$ cat src/rtl/alu_pkg.sv
// Shared constants and types for the round-robin ALU arbiter.
// Optional subtract support is enabled by the ALU_ARB_SUB_EN macro.
package alu_pkg;

  localparam int unsigned W      = 16;
  localparam int unsigned NFLAGS = 5;

  localparam int unsigned FLAG_SIGN   = 0;
  localparam int unsigned FLAG_ZERO   = 1;
  localparam int unsigned FLAG_CARRY  = 2;
  localparam int unsigned FLAG_PARITY = 3;
  localparam int unsigned FLAG_OVF    = 4;

  typedef logic [W-1:0]      word_t;
  typedef logic [NFLAGS-1:0] flags_t;

  typedef enum logic [1:0] {
    IDLE,
    EXEC,
    RESP
  } state_e;

endpackage

$ cat src/rtl/alu_arbiter_if.sv
// Requester and result bundle of the ALU arbiter; req_op exists only with ALU_ARB_SUB_EN.
// The slave modport is the arbiter side, master is the client/consumer side.
interface alu_arbiter_if #(
  parameter int unsigned NREQ = 4,
  parameter int unsigned IDW  = $clog2(NREQ)
) ();

  logic [NREQ-1:0]             req_valid;
  logic [NREQ-1:0]             req_ready;
  logic [NREQ*alu_pkg::W-1:0]  req_x;
  logic [NREQ*alu_pkg::W-1:0]  req_y;
`ifdef ALU_ARB_SUB_EN
  logic [NREQ-1:0]             req_op;
`endif
  logic                        rsp_valid;
  logic                        rsp_ready;
  logic [IDW-1:0]              rsp_id;
  logic [alu_pkg::W-1:0]       rsp_z;
  logic [alu_pkg::NFLAGS-1:0]  rsp_flags;

`ifdef ALU_ARB_SUB_EN
  modport slave (
    input  req_valid, req_x, req_y, req_op, rsp_ready,
    output req_ready, rsp_valid, rsp_id, rsp_z, rsp_flags
  );

  modport master (
    output req_valid, req_x, req_y, req_op, rsp_ready,
    input  req_ready, rsp_valid, rsp_id, rsp_z, rsp_flags
  );
`else
  modport slave (
    input  req_valid, req_x, req_y, rsp_ready,
    output req_ready, rsp_valid, rsp_id, rsp_z, rsp_flags
  );

  modport master (
    output req_valid, req_x, req_y, rsp_ready,
    input  req_ready, rsp_valid, rsp_id, rsp_z, rsp_flags
  );
`endif

endinterface

$ cat src/rtl/alu_core.sv
// Combinational 16-bit adder with sign/zero/carry/parity/overflow flags.
// With ALU_ARB_SUB_EN, op_i=1 selects x + ~y + 1 (carry=1 means no borrow).
module alu_core
  import alu_pkg::*;
(
  input  word_t  x_i,
  input  word_t  y_i,
`ifdef ALU_ARB_SUB_EN
  input  logic   op_i,
`endif
  output word_t  z_o,
  output flags_t flags_o
);

  word_t        y_eff;
  logic         cin;
  logic [W:0]   sum;

  always_comb begin
`ifdef ALU_ARB_SUB_EN
    y_eff = op_i ? ~y_i : y_i;
    cin   = op_i;
`else
    y_eff = y_i;
    cin   = 1'b0;
`endif
    sum = {1'b0, x_i} + {1'b0, y_eff} + {{W{1'b0}}, cin};
  end

  always_comb begin
    z_o                  = sum[W-1:0];
    flags_o              = '0;
    flags_o[FLAG_SIGN]   = sum[W-1];
    flags_o[FLAG_ZERO]   = (sum[W-1:0] == '0);
    flags_o[FLAG_CARRY]  = sum[W];
    flags_o[FLAG_PARITY] = ~^sum[W-1:0];
    // Comparing against the effective y covers both the add and subtract overflow rules.
    flags_o[FLAG_OVF]    = (x_i[W-1] == y_eff[W-1]) & (sum[W-1] != x_i[W-1]);
  end

endmodule

$ cat src/rtl/alu_arbiter.sv
// Round-robin arbiter sharing one alu_core among NREQ requesters, one operation at a time.
// Optional subtract operation is compiled in with ALU_ARB_SUB_EN.
module alu_arbiter
  import alu_pkg::*;
#(
  parameter int unsigned NREQ = 4,
  parameter int unsigned IDW  = $clog2(NREQ)
) (
  input  logic          clk,
  input  logic          rst,
  alu_arbiter_if.slave  bus
);

  state_e          state_q, state_d;
  logic [IDW-1:0]  ptr_q;
  word_t           x_q, y_q;
`ifdef ALU_ARB_SUB_EN
  logic            op_q;
`endif
  logic [IDW-1:0]  rsp_id_q;
  word_t           rsp_z_q;
  flags_t          rsp_flags_q;

  logic            grant_found;
  logic [IDW-1:0]  grant_idx;
  logic [IDW-1:0]  cand;
  logic            accept;
  word_t           core_z;
  flags_t          core_flags;

  // Search starts just after the last served requester.
  always_comb begin
    grant_found = 1'b0;
    grant_idx   = '0;
    cand        = '0;
    for (int unsigned k = 1; k <= NREQ; k++) begin
      cand = IDW'((32'(ptr_q) + k) % NREQ);
      if (!grant_found && bus.req_valid[cand]) begin
        grant_found = 1'b1;
        grant_idx   = cand;
      end
    end
  end

  always_comb begin
    accept        = (state_q == IDLE) && grant_found && !rst;
    bus.req_ready = '0;
    if (accept) begin
      bus.req_ready[grant_idx] = 1'b1;
    end
  end

  always_comb begin
    state_d = state_q;
    unique case (state_q)
      IDLE:    if (accept)        state_d = EXEC;
      EXEC:                       state_d = RESP;
      RESP:    if (bus.rsp_ready) state_d = IDLE;
      default:                    state_d = IDLE;
    endcase
  end

  alu_core u_core (
    .x_i     (x_q),
    .y_i     (y_q),
`ifdef ALU_ARB_SUB_EN
    .op_i    (op_q),
`endif
    .z_o     (core_z),
    .flags_o (core_flags)
  );

  always_ff @(posedge clk) begin
    if (rst) begin
      state_q     <= IDLE;
      ptr_q       <= IDW'(NREQ - 1);
      x_q         <= '0;
      y_q         <= '0;
`ifdef ALU_ARB_SUB_EN
      op_q        <= 1'b0;
`endif
      rsp_id_q    <= '0;
      rsp_z_q     <= '0;
      rsp_flags_q <= '0;
    end else begin
      state_q <= state_d;
      if (accept) begin
        ptr_q <= grant_idx;
        x_q   <= bus.req_x[grant_idx*W +: W];
        y_q   <= bus.req_y[grant_idx*W +: W];
`ifdef ALU_ARB_SUB_EN
        op_q  <= bus.req_op[grant_idx];
`endif
      end
      // ptr_q still names the accepted requester while in EXEC.
      if (state_q == EXEC) begin
        rsp_id_q    <= ptr_q;
        rsp_z_q     <= core_z;
        rsp_flags_q <= core_flags;
      end
    end
  end

  assign bus.rsp_valid = (state_q == RESP);
  assign bus.rsp_id    = rsp_id_q;
  assign bus.rsp_z     = rsp_z_q;
  assign bus.rsp_flags = rsp_flags_q;

  a_ready_onehot: assert property (@(posedge clk) $onehot0(bus.req_ready));

endmodule

$ cat src/flat_wrapper.sv
// flat-port wrapper written by rule: the top's interface ports become plain ports
module alu_arbiter_flat import alu_pkg::*;
#(
  parameter int unsigned NREQ = 4,
  parameter int unsigned IDW  = $clog2(NREQ)
)
  (clk, rst, bus_req_valid, bus_req_x, bus_req_y, bus_rsp_ready, bus_req_ready, bus_rsp_valid, bus_rsp_id, bus_rsp_z, bus_rsp_flags);
  alu_arbiter_if #(.NREQ(NREQ), .IDW(IDW)) bus_i ();
  input  logic clk;
  input  logic rst;
  input wire logic [$bits(bus_i.req_valid)-1:0] bus_req_valid;
  input wire logic [$bits(bus_i.req_x)-1:0] bus_req_x;
  input wire logic [$bits(bus_i.req_y)-1:0] bus_req_y;
  input wire logic [$bits(bus_i.rsp_ready)-1:0] bus_rsp_ready;
  output wire logic [$bits(bus_i.req_ready)-1:0] bus_req_ready;
  output wire logic [$bits(bus_i.rsp_valid)-1:0] bus_rsp_valid;
  output wire logic [$bits(bus_i.rsp_id)-1:0] bus_rsp_id;
  output wire logic [$bits(bus_i.rsp_z)-1:0] bus_rsp_z;
  output wire logic [$bits(bus_i.rsp_flags)-1:0] bus_rsp_flags;
  assign bus_i.req_valid = bus_req_valid;
  assign bus_i.req_x = bus_req_x;
  assign bus_i.req_y = bus_req_y;
  assign bus_i.rsp_ready = bus_rsp_ready;
  assign bus_req_ready = bus_i.req_ready;
  assign bus_rsp_valid = bus_i.rsp_valid;
  assign bus_rsp_id = bus_i.rsp_id;
  assign bus_rsp_z = bus_i.rsp_z;
  assign bus_rsp_flags = bus_i.rsp_flags;
  alu_arbiter #(.NREQ(NREQ), .IDW(IDW)) u_core (.clk(clk), .rst(rst), .bus(bus_i));
endmodule
$ cat config.mk
export PLATFORM = sky130hd
export DESIGN_NAME = alu_arbiter_flat
export DESIGN_NICKNAME = d
export VERILOG_FILES = /design/src/rtl/alu_pkg.sv /design/src/rtl/alu_arbiter_if.sv /design/src/rtl/alu_core.sv /design/src/rtl/alu_arbiter.sv /design/src/flat_wrapper.sv
export SDC_FILE = /design/constraint.sdc
export NUM_CORES = 1
export LEC_CHECK = 0
export CAP_MARGIN = 20
export CORE_MARGIN = 1.5
export CORE_UTILIZATION = 45
export CTS_BUF_LIST = sky130_fd_sc_hd__clkbuf_2
export CTS_CLUSTER_SIZE = 30
export DETAILED_ROUTE_END_ITERATION = 12
export PLACE_DENSITY = 0.93
export SETUP_SLACK_MARGIN = 0.4
export SLEW_MARGIN = 20
export SYNTH_ARGS = -nofsm -noshare
export SYNTH_HDL_FRONTEND = slang
export SYNTH_SLANG_ARGS = --single-unit
$ cat constraint.sdc
create_clock -name clk -period 4.6 [get_ports clk]
set_input_delay 1.15 -clock clk [delete_from_list [all_inputs] [get_ports clk]]
set_output_delay 1.15 -clock clk [all_outputs]
set_load 0.1 [all_outputs]
Word-level counts from Yosys, hierarchy flattened
Index checks and enable logic that the tools add are counted.
Operators by class
  div/mod/pow operators: 0
  $add $sub $neg: 5
  order comparisons: 6
  equality and inequality tests: 6
  reduce and logical (&&, ||, !) cells: 14
  shifts and indexed selects: 2
  mux-type cells: 22
  bitwise logic cells: 1
  multiply operators: 0
Operators with widths (number)
  $shiftx A64 B7 Y16: 2
  $add A16 B16 Y17: 1
  $logic_not A16 Y1: 1
  $reduce_xnor A16 Y1: 1
  $lt A2 B3 Y1 const B: 5
  $mux W2: 6
  $mux W1: 9
  $bmux W1 S2: 4
  $logic_and A1 B1 Y1: 6
  $pmux W2 S3: 1
  $add A2 B1 Y2 const B: 2
  $add A2 B2 Y2 const B: 2
  $logic_not A1 Y1: 4
  $mux W4: 1
  $demux W1 S2: 1
  $eq A2 B1 Y1 const B: 1
  $eq A2 B2 Y1 const B: 1
  $ge A2 B1 Y1 const B: 1
  $logic_not A2 Y1: 1
  $ne A2 B1 Y1 const B: 1
  $ne A2 B2 Y1 const B: 1
  $reduce_and A2 Y1: 1
  $and A1 B1 Y1: 1
  $eq A1 B1 Y1: 1
  $ne A1 B1 Y1: 1
Storage, ports and cells
  input bits: 135
  bits in latches: 0
  memories kept: 0
  register bits: 59
  output and inout port bits: 28
  bits in read-only memories: 0
  bits in writable memories: 0

Depth between registers and ports, before layout
  depth in word-level cells: 18
  depth in mapped cells: 19

Hierarchy
A second synthesis with hierarchy kept.
Unflattened totals
  cell total of the unflattened synthesis: 542
  area total of the unflattened synthesis: 4386.7 sq um
Modules (own cells, without submodules)
  alu_arbiter: area each 3265.6 sq um, cells each 397, sequential area each 1181.1 sq um, times used 1
  alu_core: area each 1121.1 sq um, cells each 145, sequential area each 0.0 sq um, times used 1

Worst setup path before layout
No wires, ideal clock.
  path kind: in2out
  from: input rst
  to: output bus_req_ready[0]
  stages: 6
  required time: 3.450 ns
  slack: -0.954 ns
  data arrival time: 4.404 ns
  cells stage by stage: clkbuf_1 or4_1 clkbuf_1 clkbuf_1 clkbuf_1 nor3_1
Between the ends
  cells in the longest elaborated chain, start to end: 3
RTL lines
  start: declaration: RTL line flat_wrapper.sv:10  | input logic rst;
  $logic_not A1 Y1: RTL line alu_arbiter.sv:46  | accept = (state_q == IDLE) && grant_found && !rst;
  $logic_and A1 B1 Y1: RTL line alu_arbiter.sv:46
  $mux W4: RTL line alu_arbiter.sv:48  | if (accept) begin
  end: declaration: RTL line flat_wrapper.sv:15  | output wire logic [$bits(bus_i.req_ready)-1:0] bus_req_ready;
No other way between the ends.

Worst setup path after layout
  from: input bus_req_valid[2]
  to: output bus_req_ready[0]
Between the ends
  cells in the longest elaborated chain, start to end: 17
  elaborated cells between the ends (all ways): 30
  classes of those cells: 2 x order compare; 19 x mux; 9 x reduce/logical
RTL lines
  start: declaration: RTL line flat_wrapper.sv:11  | input wire logic [$bits(bus_i.req_valid)-1:0] bus_req_valid;
  $bmux W1 S2: RTL line alu_arbiter.sv:38  | if (!grant_found && bus.req_valid[cand]) begin
  $mux W1 (implied by the code): RTL line alu_arbiter.sv:38
  $mux W1: RTL line alu_arbiter.sv:38
  $logic_not A1 Y1: RTL line alu_arbiter.sv:38
  $logic_and A1 B1 Y1: RTL line alu_arbiter.sv:38
  $mux W1: RTL line alu_arbiter.sv:38
  $logic_not A1 Y1: RTL line alu_arbiter.sv:38
  $logic_and A1 B1 Y1: RTL line alu_arbiter.sv:38
  $mux W1: RTL line alu_arbiter.sv:38
  $logic_not A1 Y1: RTL line alu_arbiter.sv:38
  $logic_and A1 B1 Y1: RTL line alu_arbiter.sv:38
  $mux W2: RTL line alu_arbiter.sv:38
  $lt A2 B3 Y1 (implied by the code) / $ge A2 B1 Y1 (equally long branches): RTL line alu_arbiter.sv:49  | bus.req_ready[grant_idx] = 1'b1;
  $logic_and A1 B1 Y1 (implied by the code): RTL line alu_arbiter.sv:49
  $mux W1 (implied by the code): RTL line alu_arbiter.sv:49
  $demux W1 S2
  $mux W4 (*): RTL line alu_arbiter.sv:48
Every way passes the cells marked *; elsewhere a longest branch is shown, timed or not. The select of a mux whose other input is x is not followed.

==> impl_metrics.py <==
metrics = {
    "sta": {
        "fmax_ghz": 0.242,
        "finalHoldViolCount": 0,
        "rsz0062_at_grt": "true",
        "setup-violations-final": 0,
        "relSlewSlack_pct": 34.6,
        "drv_slew": 0,
        "period_needed_ns": 4.13,
        "finalSetupTns_ns": 0,
        "tightest_slew_ns": 0.979,
        "finalCritPeriodShare_pct": 89.8,
        "finClkSkew_ns": 0.0401,
    },
    "setup_path": {
        "worstPathRequired_ns": 3.45,
        "cp.arrival_ns": 2.98,
        "criticalPathCategory": "in2out",
        "slowest_delay_ns": 0.58,
        "path_cells": "clkdlybuf4s50_1, nor4_1, or4_2, buf_4, nor3_4, buf_12",
        "cpMaxStageDelayCell": "or4_2",
        "setup.worst_path.end_class": "output port",
        "critPathLaunchType": "input port",
        "crit_fanout": 16,
        "rrSetupSlack_ns": 0.67,
        "path_delay_family": "buffers and inverters",
        "path_buf_inv": 3,
    },
    "logic_synthesis": {
        "ys_ff_latch": 58,
        "yosys.cell_count.top_type": "nand2_1",
        "synth.avg_cell_area_um2": 7.50,
        "syn_inst": 543,
        "yosys_warnings": 0,
        "synth_edf_count": 0,
        "synth_area_um2": 4070,
        "synth_cell_types": 52,
        "async_reset_ff_share_pct": 0,
        "ys_top_cells_by_count": "87 x nand2_1, 58 x a21oi_1, 58 x dfxtp_1, 56 x nor2_1, 35 x and2_1",
        "syn-num-nets": 702,
        "ys.flop_type": "dfxtp_1",
        "netlist.area_leader.share_pct": 28.5,
        "synthTopCellsByArea": "dfxtp_1 29%, nand2_1 8.0%, a21oi_1 7.1%, a311oi_1 7.1%, ha_1 7.1%",
        "ys_seq_area_share_pct": 28.5,
        "yosysTopAreaCell": "dfxtp_1",
    },
    "placed_design": {
        "portBuffers": 162,
        "place_congestion": 0.938,
        "hpwl_um": 9520,
        "dp_cells": 774,
        "placed_cell_area_um2": 5770,
    },
    "final_layout": {
        "area_growth_syn_to_layout_pct": 44.7,
        "final_cells": 790,
        "n_antenna_cell": 0,
        "register_area_um2": 1160,
        "nFillCells": 713,
        "design_area_um2": 5900,
        "fin_nets": 836,
        "drive_gt1_share_pct": 6.89,
        "multiInputGateArea_um2": 2750,
        "utilization_pct": 67.3,
    },
    "die": {
        "coreArea_um2": 8760,
        "die_x_um": 98.1,
        "die_h_um": 98.1,
        "initial_core_util_pct": 46.5,
        "placementRows": 34,
        "num_io_pins": 163,
        "die_area_um2": 9630,
    },
    "global_routing": {
        "antenna_found_initial": 0,
        "first_global_vias": 4142,
        "grt_pass1_wl_um": 19300,
        "grt-ovfl-total": 0,
        "grt_max_degree": 65,
        "grt_usage_pct": 24.6,
    },
    "clock_tree": {
        "htree_levels": 3,
        "cts.sinks": 58,
        "post_cts_buffers": 0,
        "cts_buffers": 9,
        "cts_tree": "built",
        "cts.root.buffer_cell": "clkbuf_2",
        "hold_buffers": 0,
        "clkTransAtPathRegs_ns": 0.21,
        "cts.path.max_buffers": 2,
        "ctsResizeCount": 0,
        "insertion_delay_ns": 0.52,
    },
    "outcome": {
        "outcome": "complete, no violations",
    },
    "power_and_ir_drop": {
        "vdd_ir_drop_max_mv": 0.163,
        "p_per_area_nw_per_um2": 318,
        "p_leak_nw": 2.27,
    },
    "routing": {
        "vias_per_cell": 5.65,
        "num_vias": 4460,
        "firstDrtPassIters": 6,
        "drt-wirelength-per-cell_um": 15.3,
        "drt_iter0_drc": 237,
        "drc": 0,
        "ant_nets": 0,
        "drt_wl_total_um": 12100,
    },
    "run": {
        "drv_cap": 0,
    },
    "worst_hold_path": {
        "hp-class": "reg2reg",
    },
}
-- registers in the layout, indices dropped and copies added, names as in the netlist --
| register | flops |
|---|---|
| u_core.bus.rsp_z | 15 |
| u_core.bus.rsp_id | 2 |
| u_core.y_q | 16 |
| u_core.state_q | 2 |
| u_core.bus.rsp_flags | 5 |
| u_core.ptr_q | 2 |
| u_core.x_q | 16 |
-- metal layers --
metal	track usage, %	vias up	share of wire, %
met5	0	-	0
met4	9.86	0	2.6
met3	4.87	25	6.0
met2	41.4	165	49
met1	30.9	2050	43
li1	-	2220	-
-- area by class of cell --
type | count | share of cell area, %
flip-flops and latches | 58 | 19.7
multi-input cells | 431 | 46.6
clock inverters | 7 | 1.19
inverters | 9 | 0.573
well taps | 108 | 2.29
clock buffers | 9 | 0.764
repair buffers | 168 | 28.9
-- per-stage QoR --
stage | total power [mW] | hold WS (ns) | setup slack, ns
after global routing | 2.00 | 0.498 | 0.353
final | 1.87 | 0.476 | 0.469
after CTS | 1.86 | 0.475 | 0.464
after detailed placement | 1.54 | 0.454 | 0.470
after floorplan | 1.27 | 0.458 | 0.400
after global placement | 1.51 | 0.439 | 0.509
-- cells in the final DEF, fill, tap and decap left out, types with 2 or more instances in the layout --
cell,instances
clkbuf_2,9
xnor2_1,8
inv_1,9
nand4_1,2
nor3_4,2
a211oi_1,34
buf_12,4
buf_4,6
nor2b_1,3
o21ai_0,10
nand2b_1,4
and3_1,4
nand3_1,5
a31oi_1,4
ha_1,22
clkdlybuf4s50_1,156
a21o_1,5
o21ai_1,2
o211ai_1,2
or3_1,2
o21bai_1,3
nor2_1,56
o21a_1,3
nand2_1,87
a21oi_1,57
a311oi_1,32
xor2_1,11
dfxtp_1,58
a211oi_2,2
clkinvlp_4,3
and2_1,35
a31o_2,2
nor3_1,7
-- report_power, final --
| part | total [mW] | internal, mW | leakage (nW) | switching [mW] |
|---|---|---|---|---|
| clock | 0.323 | 0.123 | 0.0616 | 0.200 |
| sequential | 0.590 | 0.553 | 0.474 | 0.0368 |
| combinational | 0.962 | 0.408 | 1.73 | 0.554 |
-- worst reg2reg max path, cell delays in order (launching register included) --
cell,delay (ns)
dfxtp_1,0.38
ha_2,0.21
inv_1,0.06
fa_1,0.43
nor2b_4,0.14
o2111ai_1,0.16
a21boi_2,0.22
o21ai_0,0.10
nand2b_1,0.11
a31oi_1,0.15
xor2_1,0.18
ha_1,0.32
xnor2_1,0.20
xnor2_1,0.17
xnor2_1,0.17
o21ai_0,0.12
a41o_1,0.23
a311oi_2,0.26
o21ai_0,0.13
o2111a_1,0.15
-- cell families (layout without fill, tap and decap cells) --
family	after synthesis	in the layout	synth area share (%)
AND/OR/NAND/NOR	213	213	23.8
AO/OA/AOI/OAI	173	173	29.7
flip-flops	58	58	28.5
buffers and inverters	54	193	5.65
adder cells (fa/ha/maj)	24	24	7.56
XOR/XNOR	20	20	4.48
multiplexers	1	1	0.246
-- worst paths after layout --
path | startpoint | end | depth (start not counted)
max reg2reg | u_core.y_q[0] | u_core.bus.rsp_flags[3] | 19
min | u_core.bus.rsp_id[1] | u_core.bus.rsp_id[1] | 2
max | bus_req_valid[2] | bus_req_ready[0] | 6
min reg2reg | u_core.bus.rsp_id[1] | u_core.bus.rsp_id[1] | 2
Note: power is estimated with default switching activity, not from simulation.
